File: src/rtl/gbe_app_tx_packetizer.sv
`default_nettype none
// ============================================================================
// Module      : gbe_app_tx_packetizer
// Description : Application-side UDP packet source for the gbe_udp app TX
//               interface. Serialises a 32-bit valid/ready word stream MSB
//               first into bytes and frames fixed-length packets with eof.
//               An optional 4-byte big-endian sequence number precedes each
//               payload. Counts packets sent and TX FIFO overflow cycles.
// Revision    : 1.0 - initial release
// ============================================================================
module gbe_app_tx_packetizer #(
   parameter int HDR_EN      = 1,
   parameter int PKT_WORDS_W = 8
) (
   input  logic                   app_clk,
   input  logic                   app_rst_n,
   input  logic                   enable,
   input  logic [PKT_WORDS_W-1:0] cfg_pkt_words,
   input  logic [31:0]            cfg_dest_ip,
   input  logic [15:0]            cfg_dest_port,
   input  logic [31:0]            in_data,
   input  logic                   in_vld,
   output logic                   in_rdy,
   output logic [7:0]             app_tx_data,
   output logic                   app_tx_dvld,
   output logic                   app_tx_eof,
   output logic [31:0]            app_tx_destip,
   output logic [15:0]            app_tx_destport,
   input  logic                   app_tx_afull,
   input  logic                   app_tx_overflow,
   output logic                   busy,
   output logic [31:0]            pkt_count,
   output logic [15:0]            ovf_count
);

   // A length field of zero selects the largest packet, one word beyond the
   // field's own range, so the word counters carry one extra bit.
   localparam logic [PKT_WORDS_W:0] c_MAX_WORDS = {1'b1, {PKT_WORDS_W{1'b0}}};
   localparam logic [PKT_WORDS_W:0] c_WCNT_ONE  = {{PKT_WORDS_W{1'b0}}, 1'b1};
   localparam logic                 c_HDR_ON    = (HDR_EN != 0);

   typedef enum logic [1:0] {
      S_IDLE = 2'd0,
      S_HDR  = 2'd1,
      S_PAY  = 2'd2
   } state_t;

   state_t                 r_state;
   state_t                 w_state_nxt;

   logic [31:0]            r_seq;
   logic [31:0]            r_shift;
   logic                   r_sh_full;
   logic [1:0]             r_bidx;
   logic [PKT_WORDS_W:0]   r_wcnt;
   logic [PKT_WORDS_W:0]   r_len;
   logic                   r_busy;
   logic [31:0]            r_pkt_count;
   logic [15:0]            r_ovf_count;
   logic [7:0]             r_data;
   logic                   r_dvld;
   logic                   r_eof;
   logic [31:0]            r_destip;
   logic [15:0]            r_destport;

   logic                   w_start;
   logic                   w_in_pkt;
   logic                   w_byte_avail;
   logic                   w_issue;
   logic                   w_last_byte;
   logic                   w_words_done;
   logic                   w_word_out;
   logic                   w_in_rdy;
   logic                   w_accept;
   logic                   w_eof;
   logic [31:0]            w_sel_word;
   logic [7:0]             w_byte;
   logic [PKT_WORDS_W:0]   w_cfg_len;

   // ---------------------------------------------------------------------
   // Datapath control terms
   // ---------------------------------------------------------------------
   assign w_start      = (r_state == S_IDLE) & enable & in_vld;
   assign w_in_pkt     = (r_state == S_HDR) | (r_state == S_PAY);
   // Header bytes come from the sequence register and are always ready;
   // payload bytes exist only while the shift register holds a word.
   assign w_byte_avail = (r_state == S_HDR) | ((r_state == S_PAY) & r_sh_full);
   assign w_issue      = w_byte_avail & ~app_tx_afull;
   assign w_last_byte  = (r_bidx == 2'd3);
   assign w_words_done = (r_wcnt == r_len);
   // The held word leaves the shift register on its byte-3 edge, which lets
   // the next word load on the same edge with no bubble.
   assign w_word_out   = (r_state == S_PAY) & w_issue & w_last_byte;
   assign w_in_rdy     = w_in_pkt & ~w_words_done & (~r_sh_full | w_word_out);
   assign w_accept     = in_vld & w_in_rdy;
   // Once every word has been accepted, the word leaving now is the last.
   assign w_eof        = w_word_out & w_words_done;
   assign w_cfg_len    = (cfg_pkt_words == '0) ? c_MAX_WORDS : {1'b0, cfg_pkt_words};

   assign in_rdy          = w_in_rdy;
   assign app_tx_data     = r_data;
   assign app_tx_dvld     = r_dvld;
   assign app_tx_eof      = r_eof;
   assign app_tx_destip   = r_destip;
   assign app_tx_destport = r_destport;
   assign busy            = r_busy;
   assign pkt_count       = r_pkt_count;
   assign ovf_count       = r_ovf_count;

   // Select the byte to issue: header from the sequence number, payload from the shift register.
   always_comb begin
      w_sel_word = r_shift;
      w_byte     = 8'h00;
      if (r_state == S_HDR) begin
         w_sel_word = r_seq;
      end
      case (r_bidx)
         2'd0:    w_byte = w_sel_word[31:24];
         2'd1:    w_byte = w_sel_word[23:16];
         2'd2:    w_byte = w_sel_word[15:8];
         default: w_byte = w_sel_word[7:0];
      endcase
   end

   // Next-state logic for the framing FSM.
   always_comb begin
      w_state_nxt = r_state;
      case (r_state)
         S_IDLE: begin
            if (w_start) begin
               w_state_nxt = c_HDR_ON ? S_HDR : S_PAY;
            end
         end
         S_HDR: begin
            if (w_issue && w_last_byte) begin
               w_state_nxt = S_PAY;
            end
         end
         S_PAY: begin
            if (w_eof) begin
               w_state_nxt = S_IDLE;
            end
         end
         default: w_state_nxt = S_IDLE;
      endcase
   end

   // FSM state register.
   always_ff @(posedge app_clk or negedge app_rst_n) begin
      if (!app_rst_n) begin
         r_state <= S_IDLE;
      end else begin
         r_state <= w_state_nxt;
      end
   end

   // Byte index, word count and shift register; the index wraps from header byte 3 into payload byte 0.
   always_ff @(posedge app_clk or negedge app_rst_n) begin
      if (!app_rst_n) begin
         r_bidx    <= 2'd0;
         r_wcnt    <= '0;
         r_len     <= '0;
         r_shift   <= 32'h0;
         r_sh_full <= 1'b0;
      end else begin
         if (w_start) begin
            r_bidx <= 2'd0;
            r_wcnt <= '0;
            r_len  <= w_cfg_len;
         end else begin
            if (w_issue) begin
               r_bidx <= r_bidx + 2'd1;
            end
            if (w_accept) begin
               r_wcnt <= r_wcnt + c_WCNT_ONE;
            end
         end
         if (w_accept) begin
            r_shift   <= in_data;
            r_sh_full <= 1'b1;
         end else if (w_word_out) begin
            r_sh_full <= 1'b0;
         end
      end
   end

   // Packet bookkeeping: busy flag, destination latch, sequence and packet counters.
   always_ff @(posedge app_clk or negedge app_rst_n) begin
      if (!app_rst_n) begin
         r_busy      <= 1'b0;
         r_destip    <= 32'h0;
         r_destport  <= 16'h0;
         r_seq       <= 32'h0;
         r_pkt_count <= 32'h0;
      end else begin
         if (w_start) begin
            r_busy     <= 1'b1;
            r_destip   <= cfg_dest_ip;
            r_destport <= cfg_dest_port;
         end else if (w_eof) begin
            r_busy      <= 1'b0;
            r_seq       <= r_seq + 32'd1;
            r_pkt_count <= r_pkt_count + 32'd1;
         end
      end
   end

   // Registered byte interface towards gbe_udp; data holds its last value between bytes.
   always_ff @(posedge app_clk or negedge app_rst_n) begin
      if (!app_rst_n) begin
         r_data <= 8'h00;
         r_dvld <= 1'b0;
         r_eof  <= 1'b0;
      end else begin
         r_dvld <= w_issue;
         r_eof  <= w_eof;
         if (w_issue) begin
            r_data <= w_byte;
         end
      end
   end

   // Saturating count of cycles with the TX FIFO overflow flag raised.
   always_ff @(posedge app_clk or negedge app_rst_n) begin
      if (!app_rst_n) begin
         r_ovf_count <= 16'h0;
      end else if (app_tx_overflow && (r_ovf_count != 16'hFFFF)) begin
         r_ovf_count <= r_ovf_count + 16'd1;
      end
   end

endmodule
`default_nettype wire

File: config.mk
export PLATFORM = sky130hd
export DESIGN_NAME = gbe_app_tx_packetizer
export DESIGN_NICKNAME = d
export VERILOG_FILES = /design/src/rtl/gbe_app_tx_packetizer.sv
export SDC_FILE = /design/constraint.sdc
export NUM_CORES = 1
export LEC_CHECK = 0
export CAP_MARGIN = 20
export CORE_ASPECT_RATIO = 1.2
export CORE_MARGIN = 3
export CORE_UTILIZATION = 30
export DETAILED_ROUTE_END_ITERATION = 7
export GPL_TIMING_DRIVEN = 0
export MAX_ROUTING_LAYER = met4
export RECOVER_POWER = 100
export SYNTH_ARGS = -nofsm -noshare
export SYNTH_HDL_FRONTEND = slang
export SYNTH_SLANG_ARGS = --single-unit
File: constraint.sdc
create_clock -name app_clk -period 2.95 [get_ports app_clk]
set_input_delay 0.4425 -clock app_clk [delete_from_list [all_inputs] [get_ports app_clk]]
set_output_delay 0.4425 -clock app_clk [all_outputs]
set_load 0.01 [all_outputs]
==> results of run 1 <==
[registers in the layout, summed over array words and instances (netlist names), 9 cells and up]
| register | cells |
|---|---|
| ovf_count | 16 |
| app_tx_destip | 32 |
| pkt_count | 32 |
| r_wcnt | 9 |
| r_seq | 32 |
| app_tx_destport | 16 |
| r_shift | 32 |
| r_len | 9 |
[power by group through the flow]
stage	Sequential [mW]	Combinational (mW)	Clock [mW]
2_1_floorplan	3.91	1.28	0
3_3_place_gp	3.80	2.76	0
3_5_place_dp	3.81	2.81	0
4_1_cts	3.78	2.82	2.48
5_1_grt	3.84	2.91	2.59
6_report	3.75	2.63	2.41
[worst paths after layout]
| path | cells past startpoint | from | end | slack (ps) |
|---|---|---|---|---|
| max | 7 | r_state[0] | in_rdy | 200 |
| min | 4 | in_vld | r_wcnt[2] | 390 |
| max reg2reg | 9 | r_state[0] | pkt_count[31] | 340 |
| min reg2reg | 2 | app_tx_destport[14] | app_tx_destport[14] | 470 |
| max in group asynchronous | 3 | app_rst_n | r_shift[24] | 440 |
| min in group asynchronous | 2 | app_rst_n | r_wcnt[4] | 1120 |
[timing repair]
| action | CTS | global route |
|---|---|---|
| gates cloned | 0 | 0 |
| endpoints found under the setup margin | 1 | 1 |
| setup buffers | 1 | 0 |
| hold endpoints to repair | 2 | 0 |
| hold buffers | 1 | 0 |
| resized for setup | 1 | 2 |
| pin swaps | 1 | 0 |
[tightest hold or removal path, delay by kind of cell]
family                 cells  cell delay, ps
buffers and inverters      1             140
AND/OR/NAND/NOR            1              60
AO/OA/AOI/OAI              2             150
[through the flow]
step                total power [mW]  utilization  area (um2)  hold slack (ps)
floorplan                      5.188            -        8916            146.9
global placement               6.561       0.3929       11400            457.4
detailed placement             6.618       0.3940       11430            460.8
CTS                            9.077       0.4158       12060            382.5
global route                   9.338       0.4145       12030            428.9
finish                         8.792       0.4145       12030            393.8
[logic make-up (layout without fill, tap and decap cells)]
kind of cell	Yosys count	after routing
mux	43	43
xor+xnor	86	86
buf+inv	68	303
compound gates	51	51
simple gates	402	402
fa+ha+maj	12	12
flops	194	194
[cell usage in the layout, fill, tap and decap left out, types with 4 or more instances in the layout]
| cell type | instances |
|---|---|
| and4_1 | 6 |
| a222oi_1 | 16 |
| a21oi_1 | 11 |
| dfrtp_1 | 194 |
| clkinv_4 | 5 |
| dlygate4sd3_1 | 108 |
| xor2_1 | 45 |
| o21ai_0 | 4 |
| nor2_1 | 26 |
| ha_1 | 11 |
| o211ai_1 | 5 |
| clkbuf_1 | 32 |
| nor3_1 | 25 |
| nand3_1 | 40 |
| nand4_1 | 24 |
| clkdlybuf4s50_1 | 92 |
| xnor2_1 | 41 |
| mux4_2 | 8 |
| and3_1 | 13 |
| or4_1 | 4 |
| nor4_1 | 28 |
| or2_2 | 5 |
| clkbuf_16 | 17 |
| inv_1 | 29 |
| mux2_2 | 34 |
| nand2_1 | 216 |
[layer usage]
layer	wire length, um	vias to the layer above	part of all wire	GRT usage
li1	-	3403	-	-
met1	10090	3428	0.42	0.1949
met2	12570	187	0.52	0.2679
met3	1150	25	0.047	0.03411
met4	414	0	0.017	0.04763
met5	0	-	0	-
[area by class of cell]
type	count	area [um2]	share of cell area
inverters	29	108.9	0.009052
flip-flops and latches	194	4855	0.4037
clock buffers	18	439.2	0.03652
multi-input cells	594	3772	0.3137
clock inverters	14	170.2	0.01415
well taps	385	481.7	0.04006
repair buffers	203	2038	0.1695
plain buffers	39	160.2	0.01332
==> metrics, run 1 <==
count of cell types in the netlist 47; die footprint 31,830 um2; worst setup slack after layout 196.0 ps; largest net degree at the start of global routing ~120; Final Hold Viols 0; Setup CP Type reg -> out; H-tree depth 4; number of remaining DRC errors 0; worst-case vdd ir drop between 0.0003 and 0.0004 V; top_reg_cell synth dfrtp_1; largest fanout on the critical path 5; Post-synth EDFFs 0; Final ANT Viol Nets 0; Mapped Nets 962; Seq/Total Area, Yosys 0.5445; Psw approximately 2.8 mW; Final min period 2754 ps; first-pass GRT wire length 39,460 um; # nets final 1,184; top cells by area, synth dfrtp_1 54%, nand2_1 9.1%, xor2_1 4.4%; flops & latches, synth 194; Area growth syn-to-layout 34.87%; vias after detailed routing 7,043; drt wl/cell 16.41 um; CTS tree yes; # diodes 0; Core Box Area 29,010 um2; chip width 163.4 um; final setup skew between 10 and 15 ps; post-route insts no fill 1,476; RSZ-0062 raised after global routing false; Clock transition at path regs 80 ps; P_leak ~5.6 nW; multiplexer share of the synthesized area 0.06427; Hold Crit Class in -> reg; dpl cells ~1,400; worst slew pin tran 2057 ps; Setup Slack @ Placement 157.8 ps; Crit path top cell by count inv_1; Synth Cell Area between 8000 and 9000 um2; period utilisation layout 0.9335; crit path launch type flop; die height slightly below 200 um; Synth area leader dfrtp_1; count leader, synth nand2_1; worst rel slew slack -0.3715; data required time of the critical path 2510 ps; Post-synth top cells 216 x nand2_1, 194 x dfrtp_1, 45 x xor2_1, 41 x xnor2_1, 40 x nand3_1; DR iter-0 viols 440; Crit. End Element output port; initial antenna violation count 0; status finished with violations; Fmax achieved 0.3631 GHz; vias in the first global route 7,401; Async SR Flop Fraction 1.000; later-pin clock latency in the skew report 440 ps; failing checks max-capacitance violations, max-slew violations; max cap viols 1; number of core rows 68; Cell Pwr Density 731.1 nW/um2; Filler Cells Inserted 2,809; Crit path largest cell delay 560 ps; deepest clock path buffer count 2; Logic pwr share 0.299; GP Congestion between 0.8 and 0.9; Yosys top cell area share 0.5445; Starting Density 0.3073; setup TNS 0 ps; # IOs about 200; Mapped Cells between 800 and 900; share of cells above drive strength 1 0.08524; P_int 5.982 mW; simple logic cell fraction of the synthesized area 0.2120; total CTS buffers 17; cells along the critical path inv_1 -> ha_2 -> nand3b_1 -> a21boi_2 -> o31ai_2 -> inv_1 -> clkdlybuf4s50_1; XOR/XNOR Fraction of Synth Area 0.08448; Total GRT Usage 0.1603; Clock power frac 0.274; Buf/Inv on CP 3; Clock Sinks between 150 and 200; port bufs 200; Worst path slowest cell clkdlybuf4s50_1; critical path data arrival time 2310 ps; Root Buffer Master clkbuf_16; total grt overflow 0; syn_area_per_cell between 10 and 15 um2; drt via density around 4.8; Final Slew Violations 80; Yosys warning count 0; Routed Wire Length 24,230 um; 1st-pass router iterations 7; switching share of power 0.3196; # setup viols final 0; largest family of logic cells by synthesized area simple AND/OR/NAND/NOR gates; Reg power frac 0.427; Post-Synth Adder-Cell Area 0.01684; compound-cell area share of the yosys netlist 0.04491; hpwl dp between 15,000 and 20,000 um; delay-heaviest family, CP buffers and inverters
(Power assumes the default switching activity.)
==> inputs of run 2 (changes only) <==
Settings changed: CTS_CLUSTER_SIZE set to 8, GPL_ROUTABILITY_DRIVEN set to 1.
Clock period 2.95 ns to 3 ns, I/O delays scaled along.
==> run 2 against run 1 <==
Effect of this change: the flow still finishes with violations (max-capacitance violations, max-slew violations); setup slack worse by 13 ps; wire length rose by 0.24%; flip-flop and latch count did not move; via count increased by 0.54%; clock power is 2% lower; register-to-register slack got worse by 30 ps; sequential share of layout area barely moved; global-route usage about the same; final cell count barely moved; highest routed layer unchanged.
==> metrics, run 2 (synthesis results as in run 1) <==
end of the critical path in_rdy; deepest clock path buffer count 2 (unchanged); Root Buffer Master clkbuf_16; worst-case vdd ir drop 0.0003804 V (-0.71%); drt wl/cell 16.44 um (+0.17%); Clock Sinks 194 (unchanged); critical path data arrival time 2370 ps (+60 ps); data required time of the critical path 2550 ps (+40 ps); status finished with violations; Hold Crit Class in -> reg; max cap viols 1 (unchanged); period utilisation layout 0.9389; later-pin clock latency in the skew report 440 ps (about the same); Final ANT Viol Nets 0 (unchanged); worst setup slack after layout 183.2 ps (-12.79 ps); Worst path slowest cell clkdlybuf4s50_1; CTS tree yes; Setup CP Type reg -> out; worst slew pin tran 2055 ps (-2.031 ps); Crit. End Element output port; post-route insts no fill 1,477 (+0.068%); port bufs 200 (unchanged); # nets final 1,185 (+0.084%); final setup skew 13.00 ps (+2.471 ps); number of core rows 68 (unchanged); Clock transition at path regs 80 ps (about the same); hold path startpoint in_vld; cells along the critical path inv_1 -> ha_2 -> nand3b_1 -> a21boi_2 -> o31ai_1 -> inv_1 -> clkdlybuf4s50_1; Core Box Area 29,010 um2 (unchanged); leading cell type in the layout, fill and taps excluded nand2_1; vias in the first global route 7,392 (-0.12%); Fmax achieved 0.3550 GHz; Crit path top cell by count inv_1; 1st-pass router iterations 5 (-2); H-tree depth 4 (unchanged); Routed Wire Length 24,280 um (+0.24%); chip width 163.4 um (unchanged); setup TNS 0 ps (unchanged); initial antenna violation count 0 (unchanged); Starting Density 0.3073 (unchanged); Crit path largest cell delay 550 ps (about the same); critical path startpoint r_state[0]; share of cells above drive strength 1 0.08791 (+0.002669); total grt overflow 0 (unchanged); total CTS buffers 17 (unchanged); Area growth syn-to-layout 34.86% (about the same); number of remaining DRC errors 0 (unchanged); worst r2r dst pkt_count[26]; most frequent cells in the layout 216 x nand2_1, 194 x dfrtp_1, 107 x dlygate4sd3_1; drt via density 4.794 (+0.47%); Cell Pwr Density 718.4 nW/um2 (-1.7%); dpl cells 1,442 (unchanged); largest fanout on the critical path 5 (unchanged); hpwl dp 17,770 um (unchanged); first-pass GRT wire length 39,430 um (about the same); DR iter-0 viols 458 (+4.1%); largest net degree at the start of global routing 116 (unchanged); # diodes 0 (unchanged); RSZ-0062 raised after global routing false; Setup Slack @ Placement 192.8 ps (+35.00 ps); Total GRT Usage 0.1602 (about the same); reg2reg setup slack 310 ps (-30 ps); Final min period 2817 ps; Final Slew Violations 80 (unchanged); GP Congestion 0.8240 (unchanged); crit path launch type flop; die height 194.9 um (unchanged); Reg2Reg Depth 9 (unchanged); P_leak 5.581 nW (+0.10%); vias after detailed routing 7,081 (+0.54%); FF-to-FF Start r_state[1]; # IOs 202 (unchanged); CTS Hold Buffers Added 0 (-1); Final Hold Viols 0 (unchanged); failing checks max-capacitance violations, max-slew violations; worst rel slew slack -0.3701 (+0.001354); # setup viols final 0 (unchanged); die footprint 31,830 um2 (unchanged)
-- run 2: cell count changes in the layout (fill, tap and decap cells not counted) --
cell | previous run | this run
buf_4 | 0 | 3
dlygate4sd3_1 | 108 | 107
buf_6 | 1 | 0
buf_2 | 3 | 2
clkbuf_2 | 3 | 6
o31ai_2 | 1 | 0
clkbuf_1 | 32 | 30
o31ai_1 | 1 | 2
-- run 2: power breakdown --
group          switching [mW]  total [mW]  internal, mW  leakage [nW]
Clock                    1.09        2.37          1.28         0.293
Sequential              0.411        3.69          3.28          2.48
Combinational            1.26        2.58          1.32          2.80
Total                    2.76        8.64          5.88          5.58
-- run 2: worst max-delay path: cells and delay by family, from the launching register on --
family | cells | cell delay [ps]
buf+inv | 3 | 800
flops | 1 | 380
compound gates | 2 | 350
fa+ha+maj | 1 | 230
simple gates | 1 | 170
-- run 2: how the worst min path moves through the flow --
| stage | to | slack, ps | cells past startpoint |
|---|---|---|---|
| detailed placement | app_tx_destport[11] | 460 | 2 |
| global route | r_wcnt[2] | 440 | 4 |
| global placement | app_tx_destport[0] | 460 | 2 |
| CTS | r_wcnt[4] | 2 | 1 |
| finish | r_wcnt[2] | 400 | 4 |
| floorplan | app_tx_data[0] | 150 | 0 |
-- run 2: area by class of cell --
type / instances / area, um2
fill: 2807 / 16990
sequential: 194 / 4855
multi-input combinational: 594 / 3767
timing repair buffer: 204 / 2047
tap: 385 / 481.7
clock buffer: 18 / 439.2
clock inverter: 14 / 170.2
buffer: 39 / 155.1
inverter: 29 / 108.9
-- run 2: metal layers --
| metal | vias to the layer above | GRT usage | wire length [um] |
|---|---|---|---|
| met2 | 198 | 0.2677 | 12580 |
| met5 | - | - | 0 |
| met4 | 0 | 0.04763 | 401 |
| met3 | 25 | 0.03411 | 1157 |
| met1 | 3446 | 0.1947 | 10150 |
| li1 | 3412 | - | - |
-- run 2: per-stage QoR --
stage / hold WS (ps) / utilization / power, mW / cell area, um2
global placement: 457.4 / 0.3929 / 6.451 / 11400
floorplan: 154.4 / - / 5.101 / 8916
finish: 399.7 / 0.4144 / 8.638 / 12020
global route: 436.4 / 0.4144 / 9.173 / 12020
CTS: 2.133 / 0.4152 / 8.924 / 12050
detailed placement: 460.8 / 0.3940 / 6.508 / 11430
-- run 2: timing repair --
action                     CTS  global route
resized for setup            1             1
cloned                       0             0
buffers inserted             0             3
pin swaps                    0             1
setup endpoints to repair    1             1
==> inputs of run 3 (changes only) <==
Settings changed: GPL_TIMING_DRIVEN 0 to unset.
==> run 3 against run 2 <==
Effect of this change: the run still ends with max-capacitance violations, max-slew violations left; setup slack improved by 34 ps; maximum frequency rose by 1.2%; count of clock-buffer cells in the layout fell by 1; sequential share of layout area rose by 0.34 points; global-route usage fell by 0.90 points; first-iteration DRC count fell by 5.5%; via count fell by 2.1%; wire length fell by 5.7%; total power fell by 0.33%; non-clock buffer count fell by 26; clock power barely moved; flip-flop and latch count did not move.
==> metrics, run 3 (synthesis results as in run 1) <==
status finished with violations; failing checks max-capacitance violations, max-slew violations; GP Congestion 0.7933 (-3.7%); dpl cells 1,418 (-1.7%); deepest clock path buffer count 2 (unchanged); drt via density 4.779 (-0.31%); Root Buffer Master clkbuf_16; delay-heaviest family, CP buffers and inverters; # nets final 1,159 (-2.2%); Final Cell Area 11,920 um2 (-0.84%); share of cells above drive strength 1 0.09099 (+0.003082); period utilisation layout 0.9277 (-0.01119); data required time of the critical path 2550 ps (about the same); number of remaining DRC errors 0 (unchanged); port bufs 201 (+0.50%); DR iter-0 viols 433 (-5.5%); hold path startpoint pkt_count[31]; max cap viols 1 (unchanged); FF-to-FF Start r_state[0]; total grt overflow 0 (unchanged); most frequent cells in the layout 215 x nand2_1, 194 x dfrtp_1, 107 x dlygate4sd3_1; later-pin clock latency in the skew report 440 ps (about the same); Fmax achieved 0.3593 GHz (+1.2%); WHS Path Cells 1 (-3); die height 194.9 um (unchanged); Area growth syn-to-layout 33.72%; reg2reg setup slack 330 ps (+20 ps); Hold Crit Class reg -> reg; vias after detailed routing 6,935 (-2.1%); Clock transition at path regs 80 ps (about the same); Final Slew Violations 74 (-7.5%); RSZ-0062 raised after global routing false; worst slew pin tran 1937 ps (-117.7 ps); Cell Pwr Density 722.2 nW/um2 (+0.52%); Worst path slowest cell clkdlybuf4s50_1; Routed Wire Length 22,890 um (-5.7%); setup TNS 0 ps (unchanged); H-tree depth 4 (unchanged); critical path data arrival time 2330 ps (-40 ps); Filler Cells Inserted 2,838 (+1.1%); # diodes 0 (unchanged); P_leak 5.568 nW (-0.22%); final setup skew 13.52 ps (+0.5130 ps); WHS Endpoint pkt_count[31]; number of core rows 68 (unchanged); Total GRT Usage 0.1512 (-0.008954); chip width 163.4 um (unchanged); largest net degree at the start of global routing 75 (-35%); Crit path largest cell delay 500 ps (-50 ps); Setup CP Type reg -> out; Core Box Area 29,010 um2 (unchanged); first-pass GRT wire length 37,720 um (-4.4%); total CTS buffers 17 (unchanged); CTS tree yes; # IOs 202 (unchanged); worst-case vdd ir drop 0.0003649 V (-4.1%); die footprint 31,830 um2 (unchanged); crit path launch type flop; Buf/Inv on CP 2 (-1); Crit. End Element output port; drt wl/cell 15.78 um (-4.0%); 1st-pass router iterations 5 (unchanged); Final min period 2783 ps (-33.57 ps); hpwl dp 16,010 um (-9.9%); Reg2Reg Depth 9 (unchanged); cells along the critical path xnor2_1 -> nand4_1 -> o31ai_1 -> inv_1 -> clkdlybuf4s50_1; post-route insts no fill 1,451 (-1.8%); Final ANT Viol Nets 0 (unchanged); Starting Density 0.3073 (unchanged); worst r2r dst r_seq[18]; leading cell type in the layout, fill and taps excluded nand2_1; # setup viols final 0 (unchanged); Clock Sinks 194 (unchanged); Post-DP Area 11,370 um2 (-0.55%); worst rel slew slack -0.2916 (+0.07849); Final Hold Viols 0 (unchanged); largest fanout on the critical path 6 (+1); initial antenna violation count 0 (unchanged); vias in the first global route 7,212 (-2.4%)
-- run 3: through the flow --
step / total power [mW] / utilization / hold WS [ps] / worst slack [ps]
2_1_floorplan: 5.101 / - / 154.4 / 995.3
3_3_place_gp: 6.437 / 0.3919 / 456.7 / 386.5
3_5_place_dp: 6.491 / 0.3919 / 462.2 / 357.2
4_1_cts: 8.915 / 0.4129 / 29.97 / 99.24
5_1_grt: 9.157 / 0.4109 / 490.2 / 42.75
6_report: 8.610 / 0.4109 / 467.5 / 216.8
-- run 3: how the worst max path moves through the flow --
stage,endpoint,depth (start not counted),from,slack [ps]
floorplan,r_seq[18],9,r_state[0],1000
global placement,in_rdy,6,app_tx_afull,390
detailed placement,in_rdy,6,app_tx_afull,360
CTS,in_rdy,7,r_state[0],100
global route,ovf_count[13],2,app_rst_n,40
finish,in_rdy,5,r_wcnt[3],220
-- run 3: layout make-up --
class                           instances  area [um2]  share of cell area
Clock buffer                           17       425.4             0.03568
Clock inverter                         15       185.2             0.01553
Tap cell                              385       481.7             0.04040
Sequential cell                       194        4855              0.4072
Inverter                               29       108.9            0.009130
Multi-Input combinational cell        594        3751              0.3146
Timing Repair Buffer                  217        2116              0.1775
-- run 3: metal layers --
layer,track usage,part of all wire
met5,-,0
met4,0.04544,0.014
met3,0.03389,0.050
met2,0.2507,0.51
met1,0.1843,0.42
-- run 3: power breakdown --
part / leakage [nW] / internal, mW / switching [mW] / total, mW
registers: 2.48 / 3.28 / 0.405 / 3.68
logic: 2.79 / 1.33 / 1.23 / 2.56
clock network: 0.299 / 1.21 / 1.17 / 2.37
total: 5.57 / 5.81 / 2.80 / 8.61
-- run 3: what timing repair did --
action,in CTS,in global routing
setup endpoints to repair,0,1
resized for setup,0,1
setup buffers,0,1
hold buffers,0,0
